[src/rtl/uart_frame_rx_pkg.sv]
// Shared types and helpers for the framed-packet receiver.
package uart_frame_rx_pkg;

    typedef enum logic [2:0] {
        ST_IDLE = 3'd0,
        ST_CMD  = 3'd1,
        ST_LEN  = 3'd2,
        ST_DATA = 3'd3,
        ST_CSUM = 3'd4,
        ST_HOLD = 3'd5
    } frame_state_t;

    localparam logic [7:0] SYNC_DEFAULT = 8'hA5;

    // Frame is good when the running sum plus the received checksum wraps to zero.
    function automatic logic csum_good(input logic [7:0] sum, input logic [7:0] csum);
        logic [7:0] total;
        total = sum + csum;
        return (total == 8'h00);
    endfunction

endpackage

[src/rtl/uart_frame_rx_if.sv]
// Byte-stream input, packet read-out and error pulses of the frame receiver.
interface uart_frame_rx_if #(
    parameter int MAX_LEN = 64
);
    localparam int AW = $clog2(MAX_LEN);

    logic [7:0]    rx_data;
    logic          rx_valid;
    logic          rx_ready;
    logic          pkt_valid;
    logic [7:0]    pkt_cmd;
    logic [7:0]    pkt_len;
    logic [AW-1:0] rd_addr;
    logic [7:0]    rd_data;
    logic          pkt_ack;
    logic          err_crc;
    logic          err_len;
    logic          err_timeout;

    modport master (
        output rx_data, rx_valid, rd_addr, pkt_ack,
        input  rx_ready, pkt_valid, pkt_cmd, pkt_len, rd_data,
               err_crc, err_len, err_timeout
    );

    modport slave (
        input  rx_data, rx_valid, rd_addr, pkt_ack,
        output rx_ready, pkt_valid, pkt_cmd, pkt_len, rd_data,
               err_crc, err_len, err_timeout
    );

endinterface

[src/rtl/uart_frame_rx_buf.sv]
// Payload buffer: synchronous write, registered read (single block RAM).
module uart_frame_rx_buf #(
    parameter int DEPTH = 64,
    parameter int AW    = $clog2(DEPTH)
) (
    input  logic          clk,
    input  logic          resetn,
    input  logic          i_we,
    input  logic [AW-1:0] i_waddr,
    input  logic [7:0]    i_wdata,
    input  logic [AW-1:0] i_raddr,
    output logic [7:0]    o_rdata
);

    logic [7:0] r_mem [DEPTH];
    logic [7:0] r_rdata;

    // RAM write port; contents are deliberately not reset.
    always_ff @(posedge clk) begin
        if (i_we) begin
            r_mem[i_waddr] <= i_wdata;
        end
    end

    // Registered read port.
    always_ff @(posedge clk or negedge resetn) begin
        if (!resetn) begin
            r_rdata <= 8'h00;
        end else begin
            r_rdata <= r_mem[i_raddr];
        end
    end

    assign o_rdata = r_rdata;

endmodule

[src/rtl/uart_frame_rx.sv]
// Framed-packet receiver: SYNC hunt, length/checksum check, payload buffering,
// inter-byte timeout, and hold-until-ack hand-off to the command logic.
module uart_frame_rx
    import uart_frame_rx_pkg::*;
#(
    parameter int         MAX_LEN = 64,
    parameter int         TIMEOUT = 12000,
    parameter logic [7:0] SYNC    = SYNC_DEFAULT
) (
    input  logic            clk,
    input  logic            resetn,
    uart_frame_rx_if.slave  bus
);

    localparam int         AW         = $clog2(MAX_LEN);
    localparam int         TW         = $clog2(TIMEOUT + 1);
    localparam logic [8:0] MAX_LEN_9  = 9'(MAX_LEN);
    localparam logic [TW-1:0] TMO_LAST = TW'(TIMEOUT - 1);

    frame_state_t  r_state;
    frame_state_t  w_state_next;
    logic [7:0]    r_cmd;
    logic [7:0]    r_len;
    logic [7:0]    r_sum;
    logic [AW-1:0] r_idx;
    logic [TW-1:0] r_tmo;
    logic          r_rx_ready;
    logic          r_pkt_valid;
    logic          r_err_crc;
    logic          r_err_len;
    logic          r_err_tmo;

    logic w_xfer;
    logic w_timed;
    logic w_tmo_hit;
    logic w_last;
    logic w_len_bad;
    logic w_csum_ok;
    logic w_we;
    logic w_set_crc;
    logic w_set_len;
    logic w_set_tmo;

    assign w_xfer    = bus.rx_valid & r_rx_ready;
    assign w_timed   = (r_state == ST_CMD) || (r_state == ST_LEN) ||
                       (r_state == ST_DATA) || (r_state == ST_CSUM);
    // An accepted byte in the same cycle as expiry takes precedence.
    assign w_tmo_hit = w_timed & ~w_xfer & (r_tmo == TMO_LAST);
    assign w_last    = (8'(r_idx) == (r_len - 8'd1));
    assign w_len_bad = ({1'b0, bus.rx_data} > MAX_LEN_9);
    assign w_csum_ok = csum_good(r_sum, bus.rx_data);

    // State register.
    always_ff @(posedge clk or negedge resetn) begin
        if (!resetn) begin
            r_state <= ST_IDLE;
        end else begin
            r_state <= w_state_next;
        end
    end

    // Next-state decode.
    always_comb begin
        w_state_next = r_state;
        case (r_state)
            ST_IDLE: begin
                if (w_xfer && (bus.rx_data == SYNC)) w_state_next = ST_CMD;
                else                                 w_state_next = ST_IDLE;
            end
            ST_CMD: begin
                if (w_xfer)         w_state_next = ST_LEN;
                else if (w_tmo_hit) w_state_next = ST_IDLE;
                else                w_state_next = ST_CMD;
            end
            ST_LEN: begin
                if (w_xfer) begin
                    if (w_len_bad)                  w_state_next = ST_IDLE;
                    else if (bus.rx_data == 8'h00)  w_state_next = ST_CSUM;
                    else                            w_state_next = ST_DATA;
                end else if (w_tmo_hit) begin
                    w_state_next = ST_IDLE;
                end else begin
                    w_state_next = ST_LEN;
                end
            end
            ST_DATA: begin
                if (w_xfer && w_last) w_state_next = ST_CSUM;
                else if (w_xfer)      w_state_next = ST_DATA;
                else if (w_tmo_hit)   w_state_next = ST_IDLE;
                else                  w_state_next = ST_DATA;
            end
            ST_CSUM: begin
                if (w_xfer && w_csum_ok) w_state_next = ST_HOLD;
                else if (w_xfer)         w_state_next = ST_IDLE;
                else if (w_tmo_hit)      w_state_next = ST_IDLE;
                else                     w_state_next = ST_CSUM;
            end
            ST_HOLD: begin
                if (bus.pkt_ack) w_state_next = ST_IDLE;
                else             w_state_next = ST_HOLD;
            end
            default: w_state_next = ST_IDLE;
        endcase
    end

    // Per-state strobes: buffer write and error pulse requests.
    always_comb begin
        w_we      = 1'b0;
        w_set_crc = 1'b0;
        w_set_len = 1'b0;
        w_set_tmo = w_tmo_hit;
        case (r_state)
            ST_LEN:  w_set_len = w_xfer & w_len_bad;
            ST_DATA: w_we      = w_xfer;
            ST_CSUM: w_set_crc = w_xfer & ~w_csum_ok;
            default: w_we      = 1'b0;
        endcase
    end

    // Registered outputs, timer and frame datapath.
    always_ff @(posedge clk or negedge resetn) begin
        if (!resetn) begin
            r_rx_ready  <= 1'b1;
            r_pkt_valid <= 1'b0;
            r_err_crc   <= 1'b0;
            r_err_len   <= 1'b0;
            r_err_tmo   <= 1'b0;
            r_tmo       <= '0;
            r_cmd       <= 8'h00;
            r_len       <= 8'h00;
            r_sum       <= 8'h00;
            r_idx       <= '0;
        end else begin
            r_rx_ready  <= (w_state_next != ST_HOLD);
            r_pkt_valid <= (w_state_next == ST_HOLD);
            r_err_crc   <= w_set_crc;
            r_err_len   <= w_set_len;
            r_err_tmo   <= w_set_tmo;
            if (w_xfer || (w_state_next != r_state)) begin
                r_tmo <= '0;
            end else if (w_timed) begin
                r_tmo <= r_tmo + TW'(1);
            end else begin
                r_tmo <= '0;
            end
            if (w_xfer) begin
                case (r_state)
                    ST_CMD: begin
                        r_cmd <= bus.rx_data;
                        r_sum <= bus.rx_data;
                    end
                    ST_LEN: begin
                        r_len <= bus.rx_data;
                        r_sum <= r_sum + bus.rx_data;
                        r_idx <= '0;
                    end
                    ST_DATA: begin
                        r_sum <= r_sum + bus.rx_data;
                        r_idx <= r_idx + AW'(1);
                    end
                    default: r_sum <= r_sum;
                endcase
            end
        end
    end

    uart_frame_rx_buf #(
        .DEPTH (MAX_LEN)
    ) u_buf (
        .clk     (clk),
        .resetn  (resetn),
        .i_we    (w_we),
        .i_waddr (r_idx),
        .i_wdata (bus.rx_data),
        .i_raddr (bus.rd_addr),
        .o_rdata (bus.rd_data)
    );

    assign bus.rx_ready    = r_rx_ready;
    assign bus.pkt_valid   = r_pkt_valid;
    assign bus.pkt_cmd     = r_cmd;
    assign bus.pkt_len     = r_len;
    assign bus.err_crc     = r_err_crc;
    assign bus.err_len     = r_err_len;
    assign bus.err_timeout = r_err_tmo;

endmodule

[src/flat_wrapper.sv]
// flat-port wrapper written by rule: the top's interface ports become plain ports
module uart_frame_rx_flat import uart_frame_rx_pkg::*;
#(
    parameter int         MAX_LEN = 64,
    parameter int         TIMEOUT = 12000,
    parameter logic [7:0] SYNC    = SYNC_DEFAULT
)
  (clk, resetn, bus_rx_data, bus_rx_valid, bus_rd_addr, bus_pkt_ack, bus_rx_ready, bus_pkt_valid, bus_pkt_cmd, bus_pkt_len, bus_rd_data, bus_err_crc, bus_err_len, bus_err_timeout);
  uart_frame_rx_if #(.MAX_LEN(MAX_LEN)) bus_i ();
  input  logic clk;
  input  logic resetn;
  input wire logic [$bits(bus_i.rx_data)-1:0] bus_rx_data;
  input wire logic [$bits(bus_i.rx_valid)-1:0] bus_rx_valid;
  input wire logic [$bits(bus_i.rd_addr)-1:0] bus_rd_addr;
  input wire logic [$bits(bus_i.pkt_ack)-1:0] bus_pkt_ack;
  output wire logic [$bits(bus_i.rx_ready)-1:0] bus_rx_ready;
  output wire logic [$bits(bus_i.pkt_valid)-1:0] bus_pkt_valid;
  output wire logic [$bits(bus_i.pkt_cmd)-1:0] bus_pkt_cmd;
  output wire logic [$bits(bus_i.pkt_len)-1:0] bus_pkt_len;
  output wire logic [$bits(bus_i.rd_data)-1:0] bus_rd_data;
  output wire logic [$bits(bus_i.err_crc)-1:0] bus_err_crc;
  output wire logic [$bits(bus_i.err_len)-1:0] bus_err_len;
  output wire logic [$bits(bus_i.err_timeout)-1:0] bus_err_timeout;
  assign bus_i.rx_data = bus_rx_data;
  assign bus_i.rx_valid = bus_rx_valid;
  assign bus_i.rd_addr = bus_rd_addr;
  assign bus_i.pkt_ack = bus_pkt_ack;
  assign bus_rx_ready = bus_i.rx_ready;
  assign bus_pkt_valid = bus_i.pkt_valid;
  assign bus_pkt_cmd = bus_i.pkt_cmd;
  assign bus_pkt_len = bus_i.pkt_len;
  assign bus_rd_data = bus_i.rd_data;
  assign bus_err_crc = bus_i.err_crc;
  assign bus_err_len = bus_i.err_len;
  assign bus_err_timeout = bus_i.err_timeout;
  uart_frame_rx #(.MAX_LEN(MAX_LEN), .TIMEOUT(TIMEOUT), .SYNC(SYNC)) u_core (.clk(clk), .resetn(resetn), .bus(bus_i));
endmodule
[config.mk]
export PLATFORM = sky130hd
export DESIGN_NAME = uart_frame_rx_flat
export DESIGN_NICKNAME = d
export VERILOG_FILES = /design/src/rtl/uart_frame_rx_pkg.sv /design/src/rtl/uart_frame_rx_if.sv /design/src/rtl/uart_frame_rx_buf.sv /design/src/rtl/uart_frame_rx.sv /design/src/flat_wrapper.sv
export SDC_FILE = /design/constraint.sdc
export NUM_CORES = 1
export LEC_CHECK = 0
export ABC_AREA = 1
export ABC_CLOCK_PERIOD_IN_PS = 3400
export CAP_MARGIN = 20
export CORE_ASPECT_RATIO = 0.5
export CORE_MARGIN = 4
export CORE_UTILIZATION = 40
export DETAILED_ROUTE_END_ITERATION = 7
export PLACE_DENSITY_LB_ADDON = 0.12
export SYNTH_ARGS = -nofsm -noshare
export SYNTH_HDL_FRONTEND = slang
export SYNTH_SLANG_ARGS = --single-unit
[constraint.sdc]
create_clock -name clk -period 3.4 [get_ports clk]
set_clock_uncertainty 0.15 [all_clocks]
set_input_delay 0.51 -clock clk [delete_from_list [all_inputs] [get_ports clk]]
set_output_delay 0.51 -clock clk [all_outputs]
set_load 0.01 [all_outputs]
==> results_dict.tcl, run 1 <==
set metrics [dict create \
    status "finished, final reports clean" \
    fin_util 0.468 \
    core-area_um2 57900 \
    synthFlopType "edfxtp_1" \
    hpwl_um 41000 \
    htreeDepth 2 \
    syn_area_per_cell_um2 11.8 \
    leakagePower_nw 9.24 \
    clk_latency_ns 0.58 \
    layout_setup_ws_ns 0.531 \
    rows 62 \
    critPathLaunchType "flip-flop" \
    final_hold_viol_count 0 \
    antenna_cells 0 \
    ys_top_cells_by_area "edfxtp_1 65%, o21ai_0 7.3%, nor2_1 6.8%" \
    cts_buffer_depth 3 \
    netlist.area_leader.share 0.650 \
    synthesis.area_um2 23600 \
    nNetsFinal 2125 \
    fmax_mhz 349 \
    post-route-period-util 0.844 \
    ys_ff_latch 572 \
    critPathArrivalTime_ns 3.22 \
    root_buffer "clkbuf_16" \
    path_cells "ha_1 -> fa_1 -> or2_2 -> nor2_1 -> nand3_1 -> nor2_1 -> nand2_1 -> nand2_1 -> nand2_1 -> nand3_1 -> nand3_2 -> nor2_1" \
    slew_violations 0 \
    synth_nets 2028 \
    portBuffers 46 \
    cts_tree "done" \
    ant_nets 0 \
    cts.sinks 572 \
    yosys_warnings 0 \
    worst_path_max_delay_cell "fa_1" \
    peakVddDrop_mv 0.342 \
    cp_slowest_stage_delay_ns 0.46 \
    design_area_um2 27100 \
    grt_setup_unrepaired "no" \
    final_cell_mix "512 x edfxtp_1, 427 x nor2_1, 344 x o21ai_0, 140 x nand2_1, 136 x o22ai_1" \
    die_w_um 352 \
    totalWireLength_um 67000 \
    initial_core_util 0.408 \
    synth_enable_flop_cells 512 \
    drt_iter0_markers 1843 \
    grt_usage 0.209 \
    drv_cap 0 \
    min_path_type "input port to flip-flop" \
    grt_pass1_wl_um 99800 \
    grt_max_degree 129 \
    wire_per_inst_um 23.1 \
    pre_cts_ws_ns 0.196 \
    grt_overflow_total 0 \
    path_class "flip-flop to flip-flop" \
    die_area_um2 63300 \
    placed_cell_area_um2 25500 \
    die_height_um 180 \
    tightestPinTransition_ns 0.999 \
    ioPinCount 47 \
    tns_ns 0 \
    yosysSeqAreaShare 0.714 \
    area_delta_synth_final_pct 14.6 \
    powerDensity_nw_per_um2 552 \
    grt_pass1_vias 15200 \
    dr.pass1.iters 5 \
    endpoint_kind "flip-flop" \
    clk_pin_slew_ns 0.06 \
    synthArstFlopShare 0.105 \
    grt_antenna_before_repair 2 \
    total_power_mw 14.9 \
    synth_cell_type_count 41 \
    relSlewSlack 0.334 \
    drive_gt1_frac 0.109 \
    cts-buffers-inserted 52 \
    yosys.area.top_type "edfxtp_1" \
    cts_setup_buffers 0 \
    crit_path_max_fanout 14 \
    final_common_cell "edfxtp_1" \
    syn-instance-count 1999 \
    avgViaCountPerCell 5.52 \
    drc_errors 0 \
    post-route-min-period_ns 2.87 \
    crit_required_ns 3.75 \
    finalSetupViolCount 0 \
    num_vias 16000 \
    gp_congestion 0.833 \
]
-- repair_timing --
action,CTS,global route
resized for setup,0,0
hold endpoints to repair,14,0
hold buffers,1,0
-- flip-flops by register name, indices dropped and copies added (netlist names), 3 cells and up --
name,flops
u_core.bus.pkt_cmd,8
u_core.bus.pkt_len,8
u_core.r_idx,6
u_core.r_state,3
u_core.r_sum,8
u_core.r_tmo,14
u_core.u_buf.o_rdata,8
u_core.u_buf.r_mem,512
-- path summary, 6_finish.rpt --
path / end / start / slack (ns) / cells past startpoint
min: u_core.r_sum[0] / bus_rx_data[0] / 0.11 / 3
min reg2reg: u_core.bus.pkt_cmd[3] / u_core.bus.pkt_cmd[3] / 0.34 / 2
max in group asynchronous: u_core.bus.rx_ready / resetn / 2.08 / 3
min in group asynchronous: u_core.r_tmo[6] / resetn / 0.27 / 2
max reg2reg: u_core.r_tmo[2] / u_core.r_sum[0] / 0.53 / 12
max: u_core.r_tmo[2] / u_core.r_sum[0] / 0.53 / 12
-- cells by family after synthesis --
family                   after synthesis  share of synthesized area
buffers and inverters                192                     0.0329
adder cells (fa/ha/maj)               11                    0.00614
flip-flops                           572                      0.714
AO/OA/AOI/OAI                        546                      0.128
XOR/XNOR                               4                    0.00148
AND/OR/NAND/NOR                      674                      0.117
-- critical path: cells and delay by family (launching register included) --
kind	cells	cell delay, ns
adders and majority gates	2	0.68
DFF	1	0.39
and+or+nand+nor	10	1.56
-- routing by layer --
metal / GRT usage / routed length (um) / vias to the layer above
met2: 0.293 / 27800 / 589
met5: 0 / 19 / -
met3: 0.0390 / 4880 / 92
li1: - / - / 7448
met4: 0.0427 / 1240 / 2
met1: 0.337 / 33100 / 7874
-- layout make-up --
type                            instances  area [um^2]
Clock buffer                           69         1440
Fill cell                            5188        30900
Timing Repair Buffer                  160         1370
Tap cell                              768          961
Sequential cell                       572        16900
Clock inverter                         22          183
Multi-Input combinational cell       1235         5980
Inverter                               75          288
-- synth_stat cells, types with 17 or more instances --
library cell,number
edfxtp_1,512
nand2_1,140
inv_1,65
o221ai_1,17
nand3_1,57
o21ai_0,344
clkbuf_1,81
dfrtp_1,59
buf_2,34
nor2_1,427
o22ai_1,136
o211ai_1,19
-- report_power, final --
group          internal [mW]  switching [mW]  leakage, nW
logic                  0.438           0.953         3.09
clock network           3.18            2.54        0.788
registers               7.74          0.0978         5.36
-- stage by stage --
stage | cells | hold slack, ns
finish | 2901 | 0.111
global route | 2901 | 0.120
CTS | 2901 | 0.0818
detailed placement | 2809 | 0.328
global placement | 2809 | 0.320
floorplan | 1999 | 0.0644
No activity file was read; power rests on OpenSTA's default activity.
==> inputs of run 2 (changes only) <==
--- a/config.mk
+++ b/config.mk
@@ -6,7 +6,7 @@
 export NUM_CORES = 1
 export LEC_CHECK = 0
 export ABC_AREA = 1
-export ABC_CLOCK_PERIOD_IN_PS = 3400
+export ABC_CLOCK_PERIOD_IN_PS = 2400
 export CAP_MARGIN = 20
 export CORE_ASPECT_RATIO = 0.5
 export CORE_MARGIN = 4
==> constraint.sdc (replaced) <==
create_clock -name clk -period 2.4 [get_ports clk]
set_clock_uncertainty 0.15 [all_clocks]
set_input_delay 0.36 -clock clk [delete_from_list [all_inputs] [get_ports clk]]
set_output_delay 0.36 -clock clk [all_outputs]
set_load 0.01 [all_outputs]
==> results_dict.tcl, run 2 (synthesis results as in run 1) <==
set metrics [dict create \
    clk_latency_ns 0.58 \
    die_height_um 180 \
    grt_antenna_before_repair 2 \
    hpwl_um 42700 \
    peakVddDrop_mv 0.617 \
    min_path_type "input port to flip-flop" \
    ioPinCount 47 \
    tightestPinTransition_ns 1.05 \
    critPathArrivalTime_ns 2.81 \
    num_vias 16400 \
    htreeDepth 2 \
    leakagePower_nw 9.84 \
    critPathLaunchType "flip-flop" \
    cts.sinks 572 \
    placed_cell_area_um2 26300 \
    cts_tree "done" \
    cts-buffers-inserted 52 \
    largest-register "u_core.u_buf.r_mem" \
    post-route-period-util 1.02 \
    grt_usage 0.214 \
    grt_max_degree 83 \
    dr.pass1.iters 8 \
    die_area_um2 63300 \
    crit_required_ns 2.76 \
    drc_errors 0 \
    relSlewSlack 0.299 \
    drv_cap 0 \
    final_common_cell "edfxtp_1" \
    post-route-min-period_ns 2.45 \
    grt_overflow_total 0 \
    cts_buffer_depth 3 \
    top_regs "u_core.u_buf.r_mem x512, u_core.r_tmo x14" \
    hold_ws_ns 0.0983 \
    powerDensity_nw_per_um2 787 \
    antenna_cells 0 \
    crit_path_max_fanout 7 \
    largest_reg_flops 512 \
    layout_setup_ws_ns -0.0488 \
    gp_congestion 0.828 \
    portBuffers 46 \
    clk_pin_slew_ns 0.06 \
    final_hold_viol_count 0 \
    area_delta_synth_final_pct 19.6 \
    path_class "flip-flop to flip-flop" \
    final_cell_mix "512 x edfxtp_1, 419 x nor2_1, 344 x o21ai_0, 175 x buf_4, 136 x o22ai_1" \
    totalWireLength_um 68800 \
    drive_gt1_frac 0.158 \
    avgViaCountPerCell 5.47 \
    violations "setup timing" \
    rows 62 \
    endpoint_kind "flip-flop" \
    core-area_um2 57900 \
    fmax_mhz 408 \
    ant_nets 0 \
    wire_per_inst_um 23.0 \
    design_area_um2 28300 \
    grt_setup_unrepaired "yes" \
    finalSetupViolCount 14 \
    nNetsFinal 2211 \
    status "finished, violations left" \
    initial_core_util 0.408 \
    slew_violations 0 \
    grt_pass1_wl_um 101000 \
    grt_pass1_vias 15800 \
    die_w_um 352 \
    root_buffer "clkbuf_16" \
    drt_iter0_markers 1840 \
]
==> run 2: cell types whose count changed in the layout (fill, tap and decap cells not counted), moves of 5 or more <==
cell	before	now
buf_4	106	175
clkinv_2	5	10
nand2_1	140	134
buf_12	8	24
nor2_4	2	13
bufinv_16	3	9
clkinv_1	14	9
nand2_2	2	8
nor2_1	427	419
==> run 2: final cells by class <==
cell class | instances | area (um^2)
clock inverter | 31 | 389
sequential | 572 | 16900
inverter | 75 | 288
fill | 5112 | 29700
timing repair buffer | 246 | 2230
clock buffer | 66 | 1420
multi-input combinational | 1235 | 6110
tap | 768 | 961
==> run 2: path summary, 6_finish.rpt <==
path | depth (start not counted) | startpoint | slack, ns | to
max | 13 | u_core.r_sum[0] | -0.05 | u_core.r_tmo[4]
min | 4 | bus_rx_data[5] | 0.1 | u_core.bus.pkt_cmd[5]
max reg2reg | 13 | u_core.r_sum[0] | -0.05 | u_core.r_tmo[4]
min reg2reg | 2 | u_core.bus.pkt_cmd[6] | 0.34 | u_core.bus.pkt_cmd[6]
max in group asynchronous | 3 | resetn | 1.58 | u_core.bus.rx_ready
min in group asynchronous | 3 | resetn | 0.18 | u_core.r_tmo[6]
==> run 2: critical path, stage by stage, from the launching register on <==
cell	delay, ns
dfrtp_1	0.37
ha_2	0.20
fa_2	0.45
or2_4	0.25
nor2_4	0.08
nand3_2	0.08
nor2_4	0.12
nand3_2	0.10
nand3_2	0.09
nand2_2	0.06
nand2_2	0.09
nand3_4	0.11
buf_12	0.17
nor2_2	0.08
==> run 2: per-stage QoR <==
stage                     setup TNS (ns)  instances  setup WS (ns)  total power, mW   util
after floorplan                   -28.44       1999        -0.0652             12.4      -
after global placement            -53.56       2891         -0.372             13.5  0.454
after detailed placement          -66.83       2891         -0.356             13.5  0.454
after CTS                          -2.43       2993         -0.178             22.3  0.487
after global routing               -1.65       2993         -0.132             23.1  0.488
final                             -0.498       2993        -0.0488             22.2  0.488
==> run 2: report_power, final <==
part	switching [mW]	internal, mW
clock	3.73	5.15
combinational	1.45	0.836
sequential	0.122	11.0
==> run 2: what timing repair did <==
| action | in CTS | in global routing |
|---|---|---|
| resized for setup | 12 | 22 |
| hold buffers | 1 | 0 |
| buffers inserted | 3 | 0 |
| gates cloned | 1 | 0 |
| setup endpoints to repair | 16 | 215 |
| endpoints found under the hold margin | 60 | 0 |
| pin swaps | 9 | 6 |
==> run 2: layer usage <==
layer	track usage	share of wire	wire [um]	vias up
li1	-	-	-	7611
met1	0.328	0.46	31900	8074
met2	0.322	0.44	30100	600
met3	0.0370	0.081	5540	78
met4	0.0396	0.017	1150	0
met5	0	0	0	-
==> edit 1 (settings of run 2) <==
`TIMEOUT` is set to 12000 in 2 places; all go to 6000.
--- a/src/rtl/uart_frame_rx.sv
+++ b/src/rtl/uart_frame_rx.sv
@@ -4,7 +4,7 @@
     import uart_frame_rx_pkg::*;
 #(
     parameter int         MAX_LEN = 64,
-    parameter int         TIMEOUT = 12000,
+    parameter int         TIMEOUT = 6000,
     parameter logic [7:0] SYNC    = SYNC_DEFAULT
 ) (
     input  logic            clk,
--- a/src/flat_wrapper.sv
+++ b/src/flat_wrapper.sv
@@ -2,7 +2,7 @@
 module uart_frame_rx_flat import uart_frame_rx_pkg::*;
 #(
     parameter int         MAX_LEN = 64,
-    parameter int         TIMEOUT = 12000,
+    parameter int         TIMEOUT = 6000,
     parameter logic [7:0] SYNC    = SYNC_DEFAULT
 )
   (clk, resetn, bus_rx_data, bus_rx_valid, bus_rd_addr, bus_pkt_ack, bus_rx_ready, bus_pkt_valid, bus_pkt_cmd, bus_pkt_len, bus_rd_data, bus_err_crc, bus_err_len, bus_err_timeout);
Behaviour: no difference found for any inputs over 4 cycles, from zero or initial values and one cycle with resetn low; that may be too few to reach the edited logic, so the function may still have changed.
==> edit 1 against run 2 <==
Wire length up 0.26%; the run still ends with setup timing left; worst setup slack worse by 87 ps; final area up 1.2%; synthesized area down 0.24%; global-route usage up 0.22 points; count of clock-buffer cells in the layout up 13; clock power down 0.7%; core utilization up 0.68 points; final cell count up 1.4%; non-clock buffer count up 47; total power up 4.6%; sequential cell count down 1.
==> edit 1: results (changes against run 2) <==
Run status
  • Failing checks: setup timing
  • Run status: finished, violations left

Layout
  • Top Registers: u_core.u_buf.r_mem x512, u_core.r_tmo x13
  • Final #Nets: 2252 (+1.9%)
  • Layout cells sized above 1: 0.171 (+0.0133)

Power and ir drop
  • Internal power: 0.0173 W (+2.3%)
  • VDD IR max: 572 uV (-7.2%)
  • Leak: 10.1 nW (+2.3%)

Global route
  • GRT Resource Usage Total: 0.216 (+0.00221)
  • Antenna violations before repair: 7 (+5)
  • Vias in the first global route: 15900 (+0.46%)
  • Met3 Use GR: 0.0400 (+0.00310)
  • First-pass GRT wire length: 102 mm (+0.78%)
  • Global Route met2 Usage: 0.333 (+0.0110)
  • Largest net degree at the start of global routing: 70 (-16%)
  • Met1 GRT Util: 0.317 (-0.0109)

Route
  • Met1 WL: 31.9 mm (-0.13%)
  • Top layer in use: met5
  • Mean number of vias per cell: 5.38 (-1.5%)
  • Post-DR wirelength/cell: 22.7 um (-1.2%)
  • Met3 Wirelength: 4.56 mm (-18%)
  • Initial detailed-routing violation count: 1369 (-26%)
  • Drt first pass iters: 5 (-3)
  • Routed met2 length: 30.8 mm (+2.1%)

Synth
  • Mapped Nets: 2021 (-0.35%)
  • Synth top cells by count: edfxtp_1 (512), nor2_1 (442), o21ai_0 (342)
  • Count of different cell masters after synthesis: 44 (+7.3%)
  • Synth Area in Compound Gates: 0.128 (about the same)
  • Register area share after synthesis: 0.715 (about the same)
  • Largest cells by area after synthesis: edfxtp_1 (65%), o21ai_0 (7.3%), nor2_1 (7.0%)
  • Async S/R FF share, synth: 0.103 (-0.00157)
  • Xor/xnor cell area share of the yosys netlist: 0.00186 (+0.000375)

Worst setup path
  • Worst-path fanout max: 6 (-1)
  • CP Class: register to register
  • Slowest CP cell: fa_1
  • Arr. time, crit path: 2920 ps (+110 ps)

Clocking
  • Worst-Skew Late Latency: 610 ps (+30 ps)
  • Cts bufs inserted: 53 (+1.9%)

STA
  • Worst slew pin tran: 898 ps (-153 ps)
  • Total Neg Setup Slack: -1530 ps (-1030 ps)
  • Final setup viols: 15 (+1)
  • Fin worst setup slack: -136 ps (-87.3 ps)

Placement
  • Gpl congestion: 0.829 (+0.18%)

Hold path
  • HP Class: input pin to register
edit 1: how the worst min path moves through the flow:
stage                              start  cells past startpoint  slack (ps)                        end
after CTS                 bus_rx_data[2]                      2          50  u_core.u_buf.r_mem[50][2]
after detailed placement          resetn                      1         190            u_core.r_tmo[0]
final                     bus_rx_data[2]                      2          60  u_core.u_buf.r_mem[50][2]
after global placement            resetn                      1         190            u_core.r_tmo[0]
after global routing      bus_rx_data[2]                      2          30  u_core.u_buf.r_mem[48][2]
after floorplan                   resetn                      0         -90         u_core.bus.err_crc
edit 1: repair_timing:
item	4_1_cts	5_1_grt
cloned	1	0
endpoints found under the setup margin	15	15
pin swaps	6	1
hold buffers	1	0
endpoints found under the hold margin	59	0
resized for setup	14	19
buffers inserted	2	2
edit 1: worst max-delay path: cells and delay by family (launching register included):
kind	cells	cell delay, ps
flip-flops	1	390
adder cells (fa/ha/maj)	2	640
AND/OR/NAND/NOR	10	1070
buffers and inverters	1	210
edit 1: metrics by stage:
stage | instance area, um2 | instances | worst slack, ps
after floorplan | 23600 | 1992 | 1.55
after global placement | 26700 | 2930 | -362
after detailed placement | 26700 | 2930 | -347
after CTS | 28600 | 3034 | -116
after global routing | 28600 | 3036 | -246
final | 28600 | 3036 | -136
edit 1: power by group through the flow:
stage                     clock network (W)  logic, W  registers, W
final                               0.00881   0.00321        0.0112
after global routing                0.00939   0.00358        0.0113
after CTS                           0.00894   0.00317        0.0112
after detailed placement                  0   0.00309        0.0114
after global placement                    0   0.00308        0.0114
after floorplan                           0   0.00172        0.0114
edit 1: final cells by class:
class | instances | area (um2)
timing repair buffer | 293 | 2670
clock inverter | 21 | 288
tap | 768 | 961
fill | 5179 | 29200
clock buffer | 79 | 1500
sequential | 571 | 16900
inverter | 76 | 292
multi-input combinational | 1228 | 6060
==> edit 2 (config.mk and constraints of run 2) <==
Made on the original files. Re-encode `frame_state_t` (6 states) as one-hot, 6 bits wide.
--- a/src/rtl/uart_frame_rx_pkg.sv
+++ b/src/rtl/uart_frame_rx_pkg.sv
@@ -1,13 +1,13 @@
 // Shared types and helpers for the framed-packet receiver.
 package uart_frame_rx_pkg;
 
-    typedef enum logic [2:0] {
-        ST_IDLE = 3'd0,
-        ST_CMD  = 3'd1,
-        ST_LEN  = 3'd2,
-        ST_DATA = 3'd3,
-        ST_CSUM = 3'd4,
-        ST_HOLD = 3'd5
+    typedef enum logic [5:0] {
+        ST_IDLE = 6'b000001,
+        ST_CMD  = 6'b000010,
+        ST_LEN  = 6'b000100,
+        ST_DATA = 6'b001000,
+        ST_CSUM = 6'b010000,
+        ST_HOLD = 6'b100000
     } frame_state_t;
 
     localparam logic [7:0] SYNC_DEFAULT = 8'hA5;
Formal check against the unedited RTL: same outputs for any inputs over 4 cycles, from zero or initial values and one cycle with resetn low; so few cycles prove little.
==> edit 2 against run 2 <==
The flow still finishes with violations (setup timing); sequential cell count up 3; global-route usage down 0.21 points; critical path depth increased by 2; total power decreased by 7.3%; wire length barely moved; non-clock buffer count grew 74; first-iteration DRC count decreased by 7.7%; final area is 3.5% higher; via count is 2.7% higher; combinational power shrank 34%; synthesized cell count increased by 1.1%; synthesized area rose by 1.1%; worst setup slack worse by 220 ps; critical endpoint is now u_core.r_tmo[0]; largest cell class unchanged; largest power group unchanged.
==> edit 2: results (changes against run 2) <==
STA
  • Fin worst setup slack: -271 ps (-223 ps)
  • Total Neg Setup Slack: -3850 ps (-3350 ps)
  • Final setup viols: 17 (+3)

Worst setup path
  • Arr. time, crit path: 3020 ps (+210 ps)
  • Crit path capture: u_core.r_tmo[0]
  • Worst stage delay on the critical path: 420 ps (-30 ps)

Route
  • Routed met2 length: 29.6 mm (-2.0%)
  • Post-DR wirelength/cell: 22.0 um (-4.4%)
  • Drt first pass iters: 5 (-3)
  • Met1 WL: 33.1 mm (+3.7%)
  • Initial detailed-routing violation count: 1699 (-7.7%)

Run status
  • Run status: finished, violations left
  • Failing checks: setup timing

Clocking
  • PostCTS Resize Cnt: 20 (+8)
  • Post-CTS Setup Bufs: 4 (+1)

Placement
  • Post-detail-place hpwl: 44.9 mm (+5.3%)

Synth
  • Synth top cells by count: edfxtp_1 (512), nor2_1 (436), o21ai_0 (328)
  • Synth Area in Compound Gates: 0.129 (+0.000593)
  • Count of different cell masters after synthesis: 46 (+12%)

Power and ir drop
  • VDD IR max: 436 uV (-29%)
  • Internal power: 0.0160 W (-5.6%)

Global route
  • Vias in the first global route: 16000 (+1.5%)
  • Largest net degree at the start of global routing: 80 (-3.6%)
  • Antenna violations before repair: 5 (+3)

Layout
  • Layout cells sized above 1: 0.201 (+0.0432)

Hold path
  • HP Class: input pin to asynchronous set/reset pin
edit 2: cell types whose count changed in the layout (fill, tap and decap cells not counted), moves of 5 or more:
cell | run 2 | this run
buf_4 | 175 | 218
o21ai_0 | 344 | 325
nand4_1 | 7 | 2
a31oi_1 | 2 | 9
o21ai_1 | 11 | 18
nand3_4 | 1 | 7
nand2_1 | 134 | 141
o211ai_1 | 19 | 9
nor2_2 | 11 | 37
bufinv_16 | 9 | 4
nor2_4 | 13 | 20
nor2_1 | 419 | 394
o311ai_1 | 0 | 5
buf_6 | 1 | 31
edit 2: through the flow:
step	total power [W]	area (um2)	cells	setup WS, ps	hold slack, ps
2_1_floorplan	0.0118	23900	2021	-138	-85.6
3_3_place_gp	0.0126	27200	3028	-524	192
3_5_place_dp	0.0126	27200	3028	-576	192
4_1_cts	0.0208	29000	3127	-332	90.3
5_1_grt	0.0214	29300	3131	-378	101
6_report	0.0206	29300	3132	-271	115
edit 2: area by class of cell:
class | count | area (um2)
Antenna cell | 1 | 2.50
Clock buffer | 71 | 1420
Clock inverter | 23 | 215
Fill cell | 5263 | 29900
Inverter | 80 | 307
Multi-Input combinational cell | 1250 | 6420
Sequential cell | 575 | 17000
Tap cell | 812 | 1020
Timing Repair Buffer | 320 | 2920
edit 2: per-layer routing:
metal  vias to the layer above  track usage
met4                         0       0.0481
met2                       518        0.311
met3                        88       0.0388
met5                         -            0
li1                       7845            -
met1                      8346        0.326
edit 2: power groups by stage:
stage	sequential (W)	clock, W	combinational, W
2_1_floorplan	0.0111	0	0.000646
3_3_place_gp	0.0111	0	0.00149
3_5_place_dp	0.0111	0	0.00150
4_1_cts	0.0109	0.00835	0.00151
5_1_grt	0.0109	0.00880	0.00164
6_report	0.0109	0.00819	0.00151
